<file path="config.mk">
export PLATFORM = sky130hd
export DESIGN_NAME = rs485_uart_receiver
export DESIGN_NICKNAME = d
export VERILOG_FILES = /design/src/rtl/rs485_uart_receiver.sv
export SDC_FILE = /design/constraint.sdc
export NUM_CORES = 1
export LEC_CHECK = 0
export CORE_UTILIZATION = 55
export DETAILED_ROUTE_END_ITERATION = 7
export PLACE_DENSITY = 0.79
export SYNTH_ARGS = -nofsm -noshare
export SYNTH_HDL_FRONTEND = slang
export SYNTH_SLANG_ARGS = --single-unit
export TNS_END_PERCENT = 5
</file>
<file path="constraint.sdc">
create_clock -name CLK -period 2.24 [get_ports CLK]
set_clock_uncertainty 0.05 [all_clocks]
set_input_delay 0.336 -clock CLK [delete_from_list [all_inputs] [get_ports CLK]]
set_output_delay 0.336 -clock CLK [all_outputs]
set_load 0.02 [all_outputs]
</file>
<file path="src/rtl/rs485_uart_receiver.sv">
// rs485_uart_receiver
//   Serial-to-byte front end for the motor-board RS485 link. The raw line is synchronized,
//   oversampled CLKS_PER_BIT times per bit and each bit is decided by a 3-sample majority vote
//   around mid-bit. A valid frame produces one rx_data_ready pulse with rx_data held until the
//   next valid byte. A bad stop bit (or parity) produces one frame_error pulse and bumps a
//   saturating error counter.
//
//   Optional feature: define RX_PARITY_EN for 8E1 framing (even parity bit after bit 7).
//   Without it the receiver expects 8N1.
//
// Parameters
//   CLKS_PER_BIT   CLK cycles per bit; must be even and >= 8
// Ports
//   CLK            system clock, all logic on posedge
//   reset_n        asynchronous active-low reset
//   rx_i           raw receive line, idle high, asynchronous to CLK
//   rx_data_ready  one-cycle pulse, new valid byte on rx_data
//   rx_data        last valid byte (LSB received first)
//   frame_error    one-cycle pulse, stop bit or parity failed, byte discarded
//   rx_busy        high whenever the receiver is not idle
//   error_count    saturating count of frame_error pulses
module rs485_uart_receiver #(
  parameter int unsigned CLKS_PER_BIT = 16
) (
  input  logic       CLK,
  input  logic       reset_n,
  input  logic       rx_i,
  output logic       rx_data_ready,
  output logic [7:0] rx_data,
  output logic       frame_error,
  output logic       rx_busy,
  output logic [7:0] error_count
);

  localparam int unsigned CntW = $clog2(CLKS_PER_BIT);
  localparam int unsigned Half = CLKS_PER_BIT / 2;
  localparam logic [CntW-1:0] SampEarly = CntW'(Half - 1);
  localparam logic [CntW-1:0] SampMid   = CntW'(Half);
  localparam logic [CntW-1:0] SampLate  = CntW'(Half + 1);
  localparam logic [CntW-1:0] CntLast   = CntW'(CLKS_PER_BIT - 1);

  typedef enum logic [2:0] {
    StIdle,
    StStart,
    StData,
    StParity,
    StStop,
    StBreak
  } state_e;

  state_e          state_q, state_d;
  logic            sync1_q;
  logic            rx_s_q;
  logic [CntW-1:0] cnt_q, cnt_d;
  logic [2:0]      bit_idx_q, bit_idx_d;
  logic [7:0]      shift_q, shift_d;
  logic [1:0]      samp_q, samp_d;
  logic [7:0]      rx_data_q, rx_data_d;
  logic            ready_q, ready_d;
  logic            ferr_q, ferr_d;
  logic [7:0]      err_cnt_q, err_cnt_d;
  logic            vote;
  logic            decide;
  logic            wrap;
  logic            stop_ok;
`ifdef RX_PARITY_EN
  logic            par_err_q, par_err_d;
`endif

  // Two-flop synchronizer; reset to the idle (high) line level.
  always_ff @(posedge CLK or negedge reset_n) begin
    if (!reset_n) begin
      sync1_q <= 1'b1;
      rx_s_q  <= 1'b1;
    end else begin
      sync1_q <= rx_i;
      rx_s_q  <= sync1_q;
    end
  end

  // Majority of the samples at Half-1, Half and the live sample at Half+1.
  assign vote   = (samp_q[0] & samp_q[1]) | (samp_q[0] & rx_s_q) | (samp_q[1] & rx_s_q);
  assign decide = (cnt_q == SampLate);
  assign wrap   = (cnt_q == CntLast);

`ifdef RX_PARITY_EN
  assign stop_ok = vote & ~par_err_q;
`else
  assign stop_ok = vote;
`endif

  always_comb begin
    state_d   = state_q;
    cnt_d     = cnt_q + 1'b1;
    bit_idx_d = bit_idx_q;
    shift_d   = shift_q;
    samp_d    = samp_q;
    rx_data_d = rx_data_q;
    ready_d   = 1'b0;
    ferr_d    = 1'b0;
    err_cnt_d = err_cnt_q;
`ifdef RX_PARITY_EN
    par_err_d = par_err_q;
`endif

    if (cnt_q == SampEarly) samp_d[0] = rx_s_q;
    if (cnt_q == SampMid)   samp_d[1] = rx_s_q;

    unique case (state_q)
      StIdle: begin
        cnt_d     = '0;
        bit_idx_d = '0;
`ifdef RX_PARITY_EN
        par_err_d = 1'b0;
`endif
        if (!rx_s_q) state_d = StStart;
      end

      StStart: begin
        if (decide && vote) begin
          // Start bit did not hold low at mid-bit: treat as a glitch.
          state_d = StIdle;
          cnt_d   = '0;
        end else if (wrap) begin
          state_d = StData;
          cnt_d   = '0;
        end
      end

      StData: begin
        if (decide) shift_d = {vote, shift_q[7:1]};
        if (wrap) begin
          cnt_d = '0;
          if (bit_idx_q == 3'd7) begin
`ifdef RX_PARITY_EN
            state_d = StParity;
`else
            state_d = StStop;
`endif
          end else begin
            bit_idx_d = bit_idx_q + 3'd1;
          end
        end
      end

`ifdef RX_PARITY_EN
      StParity: begin
        // Even parity: data bits XOR parity bit must be zero.
        if (decide) par_err_d = (^shift_q) ^ vote;
        if (wrap) begin
          state_d = StStop;
          cnt_d   = '0;
        end
      end
`endif

      StStop: begin
        // Decide at mid stop bit so an immediately following start edge is not missed.
        if (decide) begin
          cnt_d = '0;
          if (stop_ok) begin
            rx_data_d = shift_q;
            ready_d   = 1'b1;
            state_d   = StIdle;
          end else begin
            ferr_d = 1'b1;
            if (err_cnt_q != 8'hFF) err_cnt_d = err_cnt_q + 8'd1;
            // A low stop bit means the line may be held in break; wait for it to recover.
            state_d = vote ? StIdle : StBreak;
          end
        end
      end

      StBreak: begin
        cnt_d = '0;
        if (rx_s_q) state_d = StIdle;
      end

      default: begin
        state_d = StIdle;
        cnt_d   = '0;
      end
    endcase
  end

  always_ff @(posedge CLK or negedge reset_n) begin
    if (!reset_n) begin
      state_q   <= StIdle;
      cnt_q     <= '0;
      bit_idx_q <= '0;
      shift_q   <= '0;
      samp_q    <= 2'b11;
      rx_data_q <= '0;
      ready_q   <= 1'b0;
      ferr_q    <= 1'b0;
      err_cnt_q <= '0;
    end else begin
      state_q   <= state_d;
      cnt_q     <= cnt_d;
      bit_idx_q <= bit_idx_d;
      shift_q   <= shift_d;
      samp_q    <= samp_d;
      rx_data_q <= rx_data_d;
      ready_q   <= ready_d;
      ferr_q    <= ferr_d;
      err_cnt_q <= err_cnt_d;
    end
  end

`ifdef RX_PARITY_EN
  always_ff @(posedge CLK or negedge reset_n) begin
    if (!reset_n) begin
      par_err_q <= 1'b0;
    end else begin
      par_err_q <= par_err_d;
    end
  end
`endif

  assign rx_data_ready = ready_q;
  assign rx_data       = rx_data_q;
  assign frame_error   = ferr_q;
  assign rx_busy       = (state_q != StIdle);
  assign error_count   = err_cnt_q;

endmodule

</file>
==> qor.txt <==
outcome = finished clean
fill cell count = 242
ys flop type = dfrtp_1
CTS Sinks = 40
CTS Buf Count = 5
critical path arrival = 1.77 ns
post-cts sizing count = 0
Final TNS setup = 0 ns
Max-Cap Viols = 0
total vias in the final route = 1273
Async S/R FF share, synth = 1.00
nets = 198
CTS H-Tree Depth = 2
RSZ-0062 raised after global routing = no
Syn Inst Count = 162
area of the multi-input gates = 816 um2
CP top delay family = buffers and inverters
Crit. path cell count = 2
diode count = 0
Leak = 1.03 nW
# IOs = 22
Fin. Hold Viols = 0
Vert. Die Dim = 60.1 um
Util after Layout = 0.698
CTS tree = built
Synth top area share = 0.485
floorplan die width = 60.1 um
slew margin rel. = 0.418
wire per inst = 13.8 um
Syn-to-layout area delta = 17.4%
Final setup viols = 0
grt total ovfl = 0
vias per cell = 5.44
most common cell in the netlist = dfrtp_1
post-CTS setup buffers = 0
r2r setup slk = 0.28 ns
Worst VDD drop = 0.664 mV
initial antenna violation count = 0
first-pass GRT wire length = 5660 um
startpoint types = flip-flop
total global routing track utilization = 0.217
Yosys top cell by area = dfrtp_1
critical path, cell by cell = or3_1 > clkdlybuf4s50_1
CTS max path bufs = 2
DP HPWL = 2230 um
Final Wtd Congestion = 0.792
post-route ant nets = 0
worst-path maximum fanout = 11
Reg area = 1010 um2
Synth area leaders = dfrtp_1 48%, mux2_2 7.3%, dfstp_2 5.7%
WS Path Type = flip-flop to primary output
vias in the first global route = 1248
Skew-Pair Late Insertion Delay = 0.34 ns
synthesized area per cell = 11.5 um2
ratio of cells with drive above 1 in the final layout = 0.179
yosys warns = 0
synthesized flop and latch total = 40
Final Slew Violations = 0
synthesized net count = 171
largest net degree at the start of global routing = 41
TritonRoute pass-1 iters = 4
RR Endpoint = state_q[1]
port bufs = 21
drt total wl = 3230 um
Post-Syn Area = 1860 um2
crit end category = primary output
CTS clk-pin slew, worst paths = 0.11 ns
final worst-path cycle share = 0.962
Critical R2R Launch = cnt_q[1]
Synth top cells by count = 36 x dfrtp_1, 27 x nand2_1, 12 x mux2_2
Max Clock Freq = 464 MHz
CP required = 1.85 ns
Seq/Total Area, Yosys = 0.541
hold crit path type = input pin to async pin
number of synthesized flops with an enable pin = 0
Post-CTS Hold Fix Bufs = 0
Initial Util = 0.594
Reg2Reg Depth = 7
PwrDens = 811 nW/um2
Worst path slowest cell = clkdlybuf4s50_1
full die area = 3620 um2
crit-path max cell delay = 0.54 ns
Iter 0 DRT Violations = 63
post-synth cell types = 38
root buf cell = clkbuf_4
Tmin final = 2.15 ns
drt drc = 0
Core Box Area = 3130 um2
# rows = 20
worst-margin pin slew = 0.873 ns
WP buf/inv = 1
## registers in the layout (all words and copies together), names as in the netlist
signal,count
error_count,8
cnt_q,4
bit_idx_q,3
rx_data,8
state_q,3
shift_q,8
rx_data_ready,1
sync1_q,1
samp_q,2
rx_s_q,1
frame_error,1
## metal layers
| layer | vias up | global-route usage | wire length (um) |
|---|---|---|---|
| li1 | 618 | - | - |
| met1 | 610 | 0.276 | 1490 |
| met2 | 34 | 0.342 | 1530 |
| met3 | 11 | 0.0736 | 128 |
| met4 | 0 | 0.0797 | 74 |
| met5 | - | 0 | 0 |
## per-stage QoR
stage          instances  power (mW)  cell area (um2)  setup WS, ns  hold slack [ns]
2_1_floorplan        162        1.27             1860         0.380         -0.00959
3_3_place_gp         226        1.37             2120         0.393            0.296
3_5_place_dp         226        1.41             2120         0.308            0.299
4_1_cts              234        1.78             2180        0.0156           0.0643
5_1_grt              234        1.89             2180       0.00691           0.0975
6_report             234        1.77             2180        0.0850           0.0487
## final cells by class
cell class	count	share of cell area
Clock buffer	8	0.0269
Inverter	5	0.00860
Multi-Input combinational cell	113	0.374
Sequential cell	40	0.461
Tap cell	44	0.0252
Timing Repair Buffer	24	0.104
## placed cells by master (no fill, tap or decap), types with 2 or more instances in the layout
master and n:
o21ai_0 3, nand2_1 27, a21oi_1 5, dfstp_2 4, a22o_1 5, and4_1 2
clkbuf_4 5, nand4_1 4, clkdlybuf4s50_1 20, nor2b_1 2, nand3b_1 2, and3_1 3
inv_1 4, ha_1 6, nand2b_1 4, nand3_1 4, buf_4 3, dfrtp_1 35
mux2_2 12, nor2_1 8, clkbuf_1 2, xor2_1 2, xnor2_1 8
## cells by family after synthesis
| kind of cell | share of synthesized area |
|---|---|
| AO/OA/AOI/OAI | 0.0902 |
| adder cells (fa/ha/maj) | 0.0478 |
| XOR/XNOR | 0.0471 |
| buffers and inverters | 0.0202 |
| multiplexers | 0.0808 |
| AND/OR/NAND/NOR | 0.173 |
| flip-flops | 0.541 |
## power breakdown
group,leakage [nW],total (mW),switching [mW],internal (mW)
Sequential,0.538,0.893,0.0963,0.797
Combinational,0.460,0.505,0.275,0.231
Clock,0.0326,0.371,0.216,0.155
## worst max path at each step
stage                          start              to  slack [ns]
after floorplan             cnt_q[1]  error_count[1]        0.38
after global placement      cnt_q[0]      state_q[1]        0.39
after detailed placement    cnt_q[1]      state_q[1]        0.31
after CTS                 state_q[2]         rx_busy        0.02
after global routing      state_q[2]         rx_busy       0.007
final                     state_q[2]         rx_busy        0.09
## worst reg2reg max path: cells and delay by family (launching register included)
| kind | cells | cell delay [ns] |
|---|---|---|
| flops | 1 | 0.39 |
| compound gates | 1 | 0.35 |
| simple gates | 2 | 0.32 |
| mux | 1 | 0.31 |
| buf+inv | 2 | 0.24 |
| fa+ha+maj | 1 | 0.20 |
Note: power is estimated with default switching activity, not from simulation.
==> variant 1, RTL diff (config.mk and constraints unchanged) <==
Put one more register stage on the output `error_count`. The value now appears one clock later. The other outputs are not delayed to match.
--- a/src/rtl/rs485_uart_receiver.sv
+++ b/src/rtl/rs485_uart_receiver.sv
@@ -221,7 +221,9 @@
   assign rx_data       = rx_data_q;
   assign frame_error   = ferr_q;
   assign rx_busy       = (state_q != StIdle);
-  assign error_count   = err_cnt_q;
+  always_ff @(posedge CLK) begin
+    error_count <= err_cnt_q;
+  end
 
 endmodule
 
Behaviour: same outputs for any inputs over 10 cycles, from zero or initial values and one cycle with reset_n low; that may be too few to reach the edited logic, so the function may still have changed.
==> variant 1 against the unedited design <==
Setup slack got worse by 0.028 ns. Routed wire length up 3.4%. Power rose by 11%. Sequential cell count is 8 higher. Synthesized cell count is 4.3% lower. Cell area up 8.2%. Clock power up 64%. Area after synthesis is 7.9% higher. Cell count decreased by 2.1%.
==> variant 1: results (changes against the unedited design) <==
global_route:
  grt_first_pass_wirelength_microns: 6110  # +7.8%
  grt_pass1_vias: 1249  # +0.080%
critical_path:
  cp.arrival_ns: 1.80  # +0.03 ns
  rrSetupSlack_ns: 0.20  # -0.08 ns
pwr:
  clock_power_share: 0.309  # +0.099
  irDropWorstVdd_v: 0.000545  # -18%
  power.leakage_uw: 0.00110  # +6.6%
  combPwrFrac: 0.164  # -0.122
yosys:
  synth_cell_types: 41  # +7.9%
  syn_avg_cell_area_sq_um: 12.9  # +13%
  synthTopCellsByArea: "dfrtp_1 (45%), dfxtp_1 (8.0%), mux2_2 (6.2%)"
  seq_area_frac_synth: 0.581  # +0.0404
placed_design:
  post-dp-hpwl_microns: 2390  # +7.0%
layout:
  buffers_excl_clock: 22  # -8.3%
  fillerInstances: 246  # +1.7%
  final_layout_size_suffix_gt1_frac: 0.191  # +0.0123
  seq-cell-share: 0.494  # +0.0323
  bufAreaShareNonClock: 0.0900  # -0.0143
  clock_area_frac: 0.0429  # +0.0160
drt:
  via_count: 1235  # -3.0%
  routedWlPerCell_microns: 14.6  # +5.7%
  drt-initial-drc-count: 89  # +41%
timing:
  worstMarginPinSlew_ns: 0.861  # -0.0119 ns
  holdWs_ns: 0.0189  # -0.0298 ns
clock_tree:
  clkLatencyLatePin_ns: 0.36  # +0.02 ns
  clk_pin_slew_ns: 0.13  # +0.02 ns
status:
  status: "completed"
## variant 1: logic make-up after synthesis
family	count (synthesis)	share of synthesized area
xor+xnor	9	0.0393
flops	48	0.581
simple gates	44	0.127
mux	20	0.127
buf+inv	7	0.0168
compound gates	20	0.0661
fa+ha+maj	7	0.0424
## variant 1: metrics by stage
| step | power [uW] | setup WS (ns) | cell area (sq um) | util |
|---|---|---|---|---|
| after floorplan | 1270 | 0.411 | 2010 | - |
| after global placement | 1340 | 0.288 | 2260 | 0.662 |
| after detailed placement | 1370 | 0.217 | 2260 | 0.662 |
| after CTS | 1990 | 0.0623 | 2360 | 0.692 |
| after global routing | 2080 | 0.0153 | 2360 | 0.692 |
| final | 1960 | 0.0566 | 2360 | 0.692 |
## variant 1: per-layer routing
layer	global-route usage	wire (microns)	up-vias
li1	-	-	606
met2	0.338	1680	31
met3	0.0328	112	5
met5	0	0	-
met4	0.0959	60	0
met1	0.265	1480	593
==> variant 2, RTL diff (same flow settings) <==
Without the edit above. `CLKS_PER_BIT`: 16 -> 32.
--- a/src/rtl/rs485_uart_receiver.sv
+++ b/src/rtl/rs485_uart_receiver.sv
@@ -20,7 +20,7 @@
 //   rx_busy        high whenever the receiver is not idle
 //   error_count    saturating count of frame_error pulses
 module rs485_uart_receiver #(
-  parameter int unsigned CLKS_PER_BIT = 16
+  parameter int unsigned CLKS_PER_BIT = 32
 ) (
   input  logic       CLK,
   input  logic       reset_n,
Check against the original RTL: same outputs for any inputs over 10 cycles, from zero or initial values and one cycle with reset_n low; that may be too few to reach the edited logic, so the function may still have changed.
==> variant 2 against the unedited design <==
Clock power fell by 2%. Cell count fell by 6.4%. Routed wire length fell by 5.8%. Power fell by 11%. Area after synthesis fell by 0.27%. Setup slack improved by 0.0063 ns. Cell area fell by 0.80%. Sequential cell count rose by 1. Worst hold slack got worse by 0.0036 ns. First-iteration DRC count fell by 62%. Sequential power rose by 2.5%. Largest cell class unchanged. Largest power group unchanged.
==> variant 2: results (changes against the unedited design) <==
layout:
  layout.nets: 186  # -6.1%
  final_layout_size_suffix_gt1_frac: 0.211  # +0.0325
  diodes: 0  # unchanged
  fillerInstances: 246  # +1.7%
clock_tree:
  cts_max_level: 2  # unchanged
  postCtsResizedCells: 0  # unchanged
  clkLatencyLatePin_ns: 0.34  # about the same
  clockRootBuffer: "clkbuf_4"
  numCtsBuffers: 5  # unchanged
  clk_pin_slew_ns: 0.11  # about the same
  ctsLongestPathBuffers: 2  # unchanged
  cts_setup_buffers: 0  # unchanged
drt:
  routedWlPerCell_microns: 13.9  # +0.63%
  vias_per_cell: 5.50  # +1.1%
  drt-initial-drc-count: 24  # -62%
  ant_nets: 0  # unchanged
  dr.pass1.iters: 4  # unchanged
critical_path:
  worstReg2RegStart: "cnt_q[0]"
  slowest_delay_ns: 0.54  # about the same
  crit_start: "state_q[2]"
  rrSetupSlack_ns: 0.28  # about the same
  rr_worst_depth: 7  # unchanged
  cp_max_fo: 9  # -2
  endpoint: "rx_busy"
  cp.arrival_ns: 1.76
  r2r-end: "bit_idx_q[0]"
  crit_slowest_cell: "clkdlybuf4s50_1"
status:
  status: "completed"
timing:
  finalSetupViolCount: 0  # unchanged
  worstMarginPinSlew_ns: 0.874  # +0.000929 ns
  report.final.slew_viol_count: 0  # unchanged
placed_design:
  port_buffers: 21  # unchanged
  post-dp-hpwl_microns: 2160  # -3.4%
  gp_congestion: 0.829  # +4.6%
global_route:
  grt_start_max_net_pins: 42  # +2.4%
  track_usage: 0.207  # -0.00996
  grt_pass1_vias: 1218  # -2.4%
  antenna_found_initial: 0  # unchanged
  grt_first_pass_wirelength_microns: 5400  # -4.6%
worst_hold_path:
  hold_path_class: "in2async"
yosys:
  synth_nets: 160  # -6.4%
  synth_cell_types: 34  # -11%
  seq_area_frac_synth: 0.556  # +0.0150
  async_flop_share: 1.00  # unchanged
  synthTopCellsByArea: "dfrtp_1 (50%), mux2_2 (11%), dfstp_2 (5.7%)"
  yosys_warnings: 0  # unchanged
  synth_common_cells: "dfrtp_1 (37), mux2_2 (18), ha_1 (8)"
pwr:
  power.leakage_uw: 0.00103  # +0.36%
  irDropWorstVdd_v: 0.000428  # -35%
-- variant 2: cell types whose count changed in the layout (fill, tap and decap cells not counted), sizes merged, moves of 2 or more --
| cell | unedited run | this run |
|---|---|---|
| nand3 | 4 | 6 |
| nand2 | 27 | 7 |
| mux2 | 13 | 19 |
| inv | 4 | 6 |
| nor2 | 9 | 6 |
| nand4 | 5 | 3 |
| buf | 4 | 2 |
| nand3b | 2 | 0 |
| nor3 | 1 | 7 |
| ha | 6 | 8 |
| xnor2 | 8 | 6 |
-- variant 2: layer usage --
layer / vias to the layer above / routed length (microns) / part of all wire / track usage
met4: 0 / 43 / 0.014 / 0.0698
met5: - / 0 / 0 / 0
li1: 580 / - / - / -
met3: 6 / 103 / 0.034 / 0.0649
met2: 20 / 1480 / 0.49 / 0.330
met1: 598 / 1410 / 0.46 / 0.268
-- variant 2: cell type report --
| class | instances | share of cell area |
|---|---|---|
| flip-flops and latches | 41 | 0.477 |
| multi-input cells | 99 | 0.364 |
| repair buffers | 22 | 0.0982 |
| clock buffers | 7 | 0.0254 |
| well taps | 44 | 0.0254 |
| inverters | 6 | 0.0104 |
-- variant 2: kinds of logic after synthesis --
family,Yosys count,share of synthesized area
multiplexers,19,0.117
buffers and inverters,9,0.0189
flip-flops,41,0.556
adder cells (fa/ha/maj),9,0.0601
AO/OA/AOI/OAI,16,0.0567
AND/OR/NAND/NOR,46,0.148
XOR/XNOR,9,0.0425
-- variant 2: where the power goes --
part | internal, uW | switching (uW) | total, uW | leakage, uW
clock | 148 | 215 | 364 | 0.0000314
combinational | 136 | 162 | 298 | 0.000456
sequential | 827 | 88.5 | 915 | 0.000547
total | 1110 | 466 | 1580 | 0.00103
-- variant 2: worst min path at each step --
stage,slack [ns],endpoint,cells past startpoint
2_1_floorplan,-0.01,bit_idx_q[0],0
3_3_place_gp,0.30,rx_s_q,0
3_5_place_dp,0.30,rx_s_q,0
4_1_cts,0.06,shift_q[5],1
5_1_grt,0.11,shift_q[2],1
6_report,0.05,shift_q[2],1
-- variant 2: worst max-delay path: cells and delay by family (launching register included) --
kind          cells  cell delay [ns]
buf+inv           1             0.54
flops             1             0.49
simple gates      1             0.39
-- variant 2: stage by stage --
| step | power [uW] | area [sq um] | hold WS (ns) | std cells | worst slack [ns] |
|---|---|---|---|---|---|
| floorplan | 1140 | 1850 | -0.00959 | 149 | 0.385 |
| global placement | 1210 | 2110 | 0.296 | 212 | 0.354 |
| detailed placement | 1220 | 2110 | 0.299 | 212 | 0.298 |
| CTS | 1590 | 2160 | 0.0649 | 219 | 0.0366 |
| global route | 1680 | 2170 | 0.109 | 219 | 0.0109 |
| finish | 1580 | 2170 | 0.0451 | 219 | 0.0914 |
